## src/rtl/rx_timer_pkg.sv

```systemverilog
// Shared types, default timing constants and a width helper for the receive bit timer.
//   rx_state_e     : controller state encoding (IDLE, RUN, ERR), 2 bits
//   DEF_*          : default timing parameters for rx_bit_timer
//   cnt_width(n)   : bits needed to hold values 0..n-1 (minimum 1)
package rx_timer_pkg;

    typedef enum logic [1:0] {
        ST_IDLE = 2'd0,
        ST_RUN  = 2'd1,
        ST_ERR  = 2'd2
    } rx_state_e;

    localparam int unsigned DEF_CLKS_PER_BIT  = 8;
    localparam int unsigned DEF_SAMPLE_PHASE  = 3;
    localparam int unsigned DEF_BITS_PER_WORD = 8;
    localparam int unsigned DEF_MAX_RUN       = 6;

    // Counter width for a modulus of n; never returns 0 so ports stay legal.
    function automatic int unsigned cnt_width(input int unsigned n);
        return (n < 2) ? 1 : $clog2(n);
    endfunction

endpackage

```

## src/rtl/sync_counter.sv

```systemverilog
// Parametrised up-counter with synchronous clear and programmable rollover.
//   clk, rst      : clock and synchronous active-high reset
//   clear         : force count to 0 (wins over enable)
//   enable        : advance by one; wraps to 0 after reaching rollover_val
//   rollover_val  : last value before wrap
//   count         : registered count value
module sync_counter #(
    parameter int unsigned WIDTH = 4
) (
    input  logic             clk,
    input  logic             rst,
    input  logic             clear,
    input  logic             enable,
    input  logic [WIDTH-1:0] rollover_val,
    output logic [WIDTH-1:0] count
);

    // Count register: reset, then clear, then increment-with-wrap.
    always_ff @(posedge clk) begin
        if (rst) begin
            count <= '0;
        end else if (clear) begin
            count <= '0;
        end else if (enable) begin
            if (count == rollover_val) begin
                count <= '0;
            end else begin
                count <= count + WIDTH'(1);
            end
        end
    end

endmodule

```

## src/rtl/rx_bit_timer.sv

```systemverilog
// Receive bit timer: recovers a sample strobe from an oversampled line (re-phased on
// every data edge), counts bits into words while dropping stuffed bits, and flags an
// over-long edge-free run as a sticky error until the packet ends.
//   clk, rst      : clock, synchronous active-high reset
//   rcving        : packet in progress; low returns to IDLE and clears counters
//   d_edge        : one-cycle line-transition pulse, re-phases the bit clock
//   stuff_skip    : current sample is a stuffed bit and is not counted
//   shift_enable  : sample strobe, one cycle per bit period
//   bit_valid     : counted bit (shift_enable without stuff_skip)
//   word_done     : last counted bit of a word
//   bit_count     : counted bits in the current word
//   run_err       : sticky stuffing-violation flag
//   busy          : state is RUN or ERR
module rx_bit_timer
    import rx_timer_pkg::*;
#(
    parameter int unsigned CLKS_PER_BIT  = DEF_CLKS_PER_BIT,
    parameter int unsigned SAMPLE_PHASE  = DEF_SAMPLE_PHASE,
    parameter int unsigned BITS_PER_WORD = DEF_BITS_PER_WORD,
    parameter int unsigned MAX_RUN       = DEF_MAX_RUN
) (
    input  logic                                clk,
    input  logic                                rst,
    input  logic                                rcving,
    input  logic                                d_edge,
    input  logic                                stuff_skip,
    output logic                                shift_enable,
    output logic                                bit_valid,
    output logic                                word_done,
    output logic [cnt_width(BITS_PER_WORD)-1:0] bit_count,
    output logic                                run_err,
    output logic                                busy
);

    localparam int unsigned PH_W  = cnt_width(CLKS_PER_BIT);
    localparam int unsigned RUN_W = cnt_width(MAX_RUN + 1);
    localparam int unsigned BC_W  = cnt_width(BITS_PER_WORD);

    localparam logic [1:0] S_IDLE = ST_IDLE;
    localparam logic [1:0] S_RUN  = ST_RUN;
    localparam logic [1:0] S_ERR  = ST_ERR;

    logic [1:0]       state_q;
    logic [1:0]       state_d;
    logic [PH_W-1:0]  phase_q;
    logic [RUN_W-1:0] run_q;

    logic in_idle;
    logic in_run;
    logic run_viol;
    logic cnt_clear;
    logic edge_clear;
    logic run_inc;

    // State decodes.
    assign in_idle = (state_q == S_IDLE);
    assign in_run  = (state_q == S_RUN);

    // Strobe and word framing, decoded from registered phase and bit count.
    assign shift_enable = in_run & (phase_q == PH_W'(SAMPLE_PHASE));
    assign bit_valid    = shift_enable & ~stuff_skip;
    assign word_done    = bit_valid & (bit_count == BC_W'(BITS_PER_WORD - 1));

    // A sample taken with the run counter already at its limit is a violation.
    assign run_viol = shift_enable & (run_q == RUN_W'(MAX_RUN));

    assign run_err = (state_q == S_ERR);
    assign busy    = ~in_idle;

    // Counters restart whenever the packet is not (or no longer) active, so a dropped
    // rcving discards the partial word by the very next cycle.
    assign cnt_clear  = in_idle | ~rcving;
    // Edges only re-phase while running; in ERR they are ignored.
    assign edge_clear = cnt_clear | (in_run & d_edge);
    // The violating sample must not push run past MAX_RUN; ERR freezes it there.
    assign run_inc    = shift_enable & ~run_viol;

    // State register.
    always_ff @(posedge clk) begin
        if (rst) begin
            state_q <= S_IDLE;
        end else begin
            state_q <= state_d;
        end
    end

    // Next-state logic; rcving low outranks the violation transition.
    always_comb begin
        state_d = state_q;
        case (state_q)
            S_IDLE: begin
                if (rcving) begin
                    state_d = S_RUN;
                end
            end
            S_RUN: begin
                if (!rcving) begin
                    state_d = S_IDLE;
                end else if (run_viol) begin
                    state_d = S_ERR;
                end
            end
            S_ERR: begin
                if (!rcving) begin
                    state_d = S_IDLE;
                end
            end
            default: begin
                state_d = S_IDLE;
            end
        endcase
    end

    // Bit phase within the line bit; free-runs in RUN, forced to 0 by an edge.
    sync_counter #(
        .WIDTH(PH_W)
    ) u_phase (
        .clk          (clk),
        .rst          (rst),
        .clear        (edge_clear),
        .enable       (in_run),
        .rollover_val (PH_W'(CLKS_PER_BIT - 1)),
        .count        (phase_q)
    );

    // Samples since the last edge; the edge clear wins over a same-cycle sample.
    sync_counter #(
        .WIDTH(RUN_W)
    ) u_run (
        .clk          (clk),
        .rst          (rst),
        .clear        (edge_clear),
        .enable       (run_inc),
        .rollover_val (RUN_W'(MAX_RUN)),
        .count        (run_q)
    );

    // Counted bits in the current word; wraps after the word_done bit.
    sync_counter #(
        .WIDTH(BC_W)
    ) u_bit (
        .clk          (clk),
        .rst          (rst),
        .clear        (cnt_clear),
        .enable       (bit_valid),
        .rollover_val (BC_W'(BITS_PER_WORD - 1)),
        .count        (bit_count)
    );

endmodule

```

## config.mk

```make
export PLATFORM = sky130hd
export DESIGN_NAME = rx_bit_timer
export DESIGN_NICKNAME = d
export VERILOG_FILES = /design/src/rtl/rx_timer_pkg.sv /design/src/rtl/sync_counter.sv /design/src/rtl/rx_bit_timer.sv
export SDC_FILE = /design/constraint.sdc
export NUM_CORES = 1
export LEC_CHECK = 0
export BUFFER_PORTS_ARGS = -buffer_cell sky130_fd_sc_hd__buf_4
export CAP_MARGIN = 10
export CORE_MARGIN = 1.5
export CORE_UTILIZATION = 25
export CTS_CLUSTER_SIZE = 10
export DETAILED_ROUTE_END_ITERATION = 10
export GPL_TIMING_DRIVEN = 0
export SYNTH_ARGS = -nofsm -noshare
export SYNTH_HDL_FRONTEND = slang
export SYNTH_HIERARCHICAL = 1
export SYNTH_SLANG_ARGS = --single-unit
```

## constraint.sdc

```tcl
create_clock -name clk -period 2.8 [get_ports clk]
set_input_delay 0.28 -clock clk [delete_from_list [all_inputs] [get_ports clk]]
set_output_delay 0.28 -clock clk [all_outputs]
set_load 0.02 [all_outputs]
```

==> impl_results.md <==
* Crit path max-delay cell type: or3_4
* Peak Freq at 500 MHz
* Worst Reg-to-Reg Cells at 6
* Req. time, crit path at 2.52 ns
* Vias in the first global route at 668
* Post-DRT Antenna Nets at 0
* Max clock buf depth at 2
* Pin count of the biggest net entering global routing at 8
* Synth Cell Area at 739 um^2
* Max-Cap Viols at 0
* Crit-path leading delay family: simple AND/OR/NAND/NOR gates
* Share of cells above drive strength 1 at 0.163
* Post-synthesis cell count at 94
* Initial antenna violation count at 0
* Placed instance count at 150
* Hold Vio Cnt, Final at 0
* RSZ-0062 raised after global routing: false
* CP Cell Sequence: nand2b_4, or3_4, nor2_1, buf_4
* Fill cell count at 302
* Dpl cell area at 917 um^2
* Seq. cell area at 220 um^2
* R2r endpoint: u_bit/count[2]$_SDFFE_PP0P_
* Mapped Avg Cell Area at 7.87 um^2
* Final worst-path setup slack at 0.799 ns
* Final Max Tran Viols at 0
* I/O Buffers at 12
* Die width at 57.4 um
* Setup Fix Bufs, Post-CTS at 0
* Final instance area at 943 um^2
* Clock Skew at 0.00339 ns
* Sink Count at 11
* CP max stage delay at 0.40 ns
* Hold WC Path Type: input pin to register
* Worst Setup Start Kind: register
* Multi-input logic area at 529 um^2
* Detailed-route via count at 734
* Arrival time worst endpoint at 1.72 ns
* Cts hold-fix bufs at 0
* Gr usage total at 0.117
* Synth cell types at 23
* Initial Util at 0.266
* Ant. Diodes at 0
* Pwr Total at 0.000304 W
* Crit Path Category: register to primary output
* #FFs+latches synth at 11
* Outcome: completed
* Syn-to-layout area delta at 27.6%
* R2R setup slack at 0.88 ns
* FF-to-FF Start: state_q[1]$_SDFFE_PP0P_
* Drt total wl at 1.67 mm
* Worst IR Drop VDD at 0.000249 V
* Core area at 2780 um^2
* First-pass GRT wire length at 2.99 mm
* Stages on worst setup path at 4
* Worst skew pair latency at 0.27 ns
* PwrDens at 322 nW/um^2
* Routed len/inst at 10.9 um
* Layout Nets at 132
* DP HPWL at 1.27 mm
* Post-synthesis sequential area ratio at 0.298
* CTS HTree Levels at 1
* Setup_tns at 0 ns
* Period utilization at 0.714
* CTS buffer count at 3
* IO Pins at 13
* Grt total ovfl at 0
* Fin cells at 154
* Tmin final at 2.00 ns
* Row Count at 19
* Clock Pin Slew Worst Setup and Hold Paths at 0.07 ns
* TritonCTS clock tree: yes
* Crit path to: bit_valid
* Crit-path max FO at 7
* DP Worst Slack at 0.855 ns
* Worst Setup End Kind: primary output
* Bufs and invs on worst path at 1
* Die Span Y at 57.4 um
* DRT Pass-1 Iters at 4
* Leakage dissipation at 0.406 nW
* Crit. Startpoint: state_q[1]$_SDFFE_PP0P_
* GPL Wtd Cong at 0.856
* Yosys warns at 6
* Vias per inst at 4.77
* Final setup vio count at 0
* Die footprint at 3290 um^2
* Cts repair resizes at 0
* Iter 0 DRT Violations at 24
* Root buf cell: clkbuf_4
* DRC at 0
[worst min path at each step]
stage                     startpoint                      end  slack [ns]  cells after the start
after CTS                        rst  state_q[0]$_SDFFE_PP0P_        0.20                      2
after global routing             rst  state_q[0]$_SDFFE_PP0P_        0.20                      2
final                            rst  state_q[0]$_SDFFE_PP0P_        0.21                      2
after floorplan                  rst  state_q[0]$_SDFFE_PP0P_        0.35                      1
after global placement           rst  state_q[0]$_SDFFE_PP0P_        0.49                      2
after detailed placement         rst  state_q[0]$_SDFFE_PP0P_        0.49                      2
[per-stage QoR]
stage | hold WS (ns) | utilization
2_1_floorplan | 0.349 | -
3_3_place_gp | 0.493 | 0.330
5_1_grt | 0.199 | 0.339
3_5_place_dp | 0.494 | 0.330
6_report | 0.209 | 0.339
4_1_cts | 0.196 | 0.339
[cell usage after synthesis]
library cell | count | area share
nand2_1 | 6 | 0.030
xor2_1 | 9 | 0.11
o311ai_1 | 3 | 0.036
and3_1 | 1 | 0.0085
nor2_1 | 9 | 0.046
nor3_1 | 7 | 0.047
o21ai_0 | 4 | 0.027
nor4_1 | 6 | 0.051
o211ai_1 | 3 | 0.030
dfxtp_1 | 11 | 0.30
nor2b_1 | 2 | 0.017
conb_1 | 2 | 0.010
clkinv_2 | 1 | 0.0068
nand2b_4 | 1 | 0.019
nand3_1 | 7 | 0.047
a21boi_1 | 3 | 0.030
a41o_1 | 1 | 0.014
o32ai_1 | 3 | 0.036
a2111oi_2 | 1 | 0.020
ha_1 | 3 | 0.051
or3_4 | 1 | 0.015
or2_2 | 1 | 0.0085
inv_1 | 9 | 0.046
[area by class of cell]
type | count | share of cell area
Clock buffer | 4 | 0.0279
Inverter | 10 | 0.0411
Multi-Input combinational cell | 86 | 0.561
Sequential cell | 11 | 0.233
Tap cell | 31 | 0.0411
Timing Repair Buffer | 12 | 0.0955
[placed cells by master (no fill, tap or decap), drive strengths merged, types with 2 or more instances in the layout]
cell type	Yosys	layout
conb	2	15
buf	0	12
dfxtp	11	11
inv	9	9
nor2	9	9
xor2	9	9
nand3	7	7
nor3	7	7
nand2	6	6
nor4	6	6
o21ai	4	4
clkbuf	0	4
o211ai	3	3
o32ai	3	3
o311ai	3	3
a21boi	3	3
ha	3	3
nor2b	2	2
[flip-flops by register name (all words and copies together), names as in the netlist]
register	flops
u_bit/count	3
u_phase/count	3
u_run/count	3
state_q	2
[power by group]
group          internal [W]  switching (W)   total, W
registers          0.000157     0.00000119   0.000158
clock network     0.0000551      0.0000586   0.000114
logic             0.0000121      0.0000198  0.0000319
total              0.000224      0.0000795   0.000304
[metal layers]
metal  GRT usage  part of all wire  vias to the layer above
met5           0                 0                        -
met4      0.0698            0.0096                        0
met3      0.0317             0.050                        2
met2       0.177              0.46                       13
met1       0.148              0.48                      333
li1            -                 -                      386
[logic make-up after synthesis]
family                   count (synthesis)  synth area share
AND/OR/NAND/NOR                         41             0.289
AO/OA/AOI/OAI                           18             0.193
other                                    2            0.0102
adder cells (fa/ha/maj)                  3            0.0508
buffers and inverters                   10            0.0524
flip-flops                              11             0.298
XOR/XNOR                                 9             0.107
(Power assumes the default switching activity.)
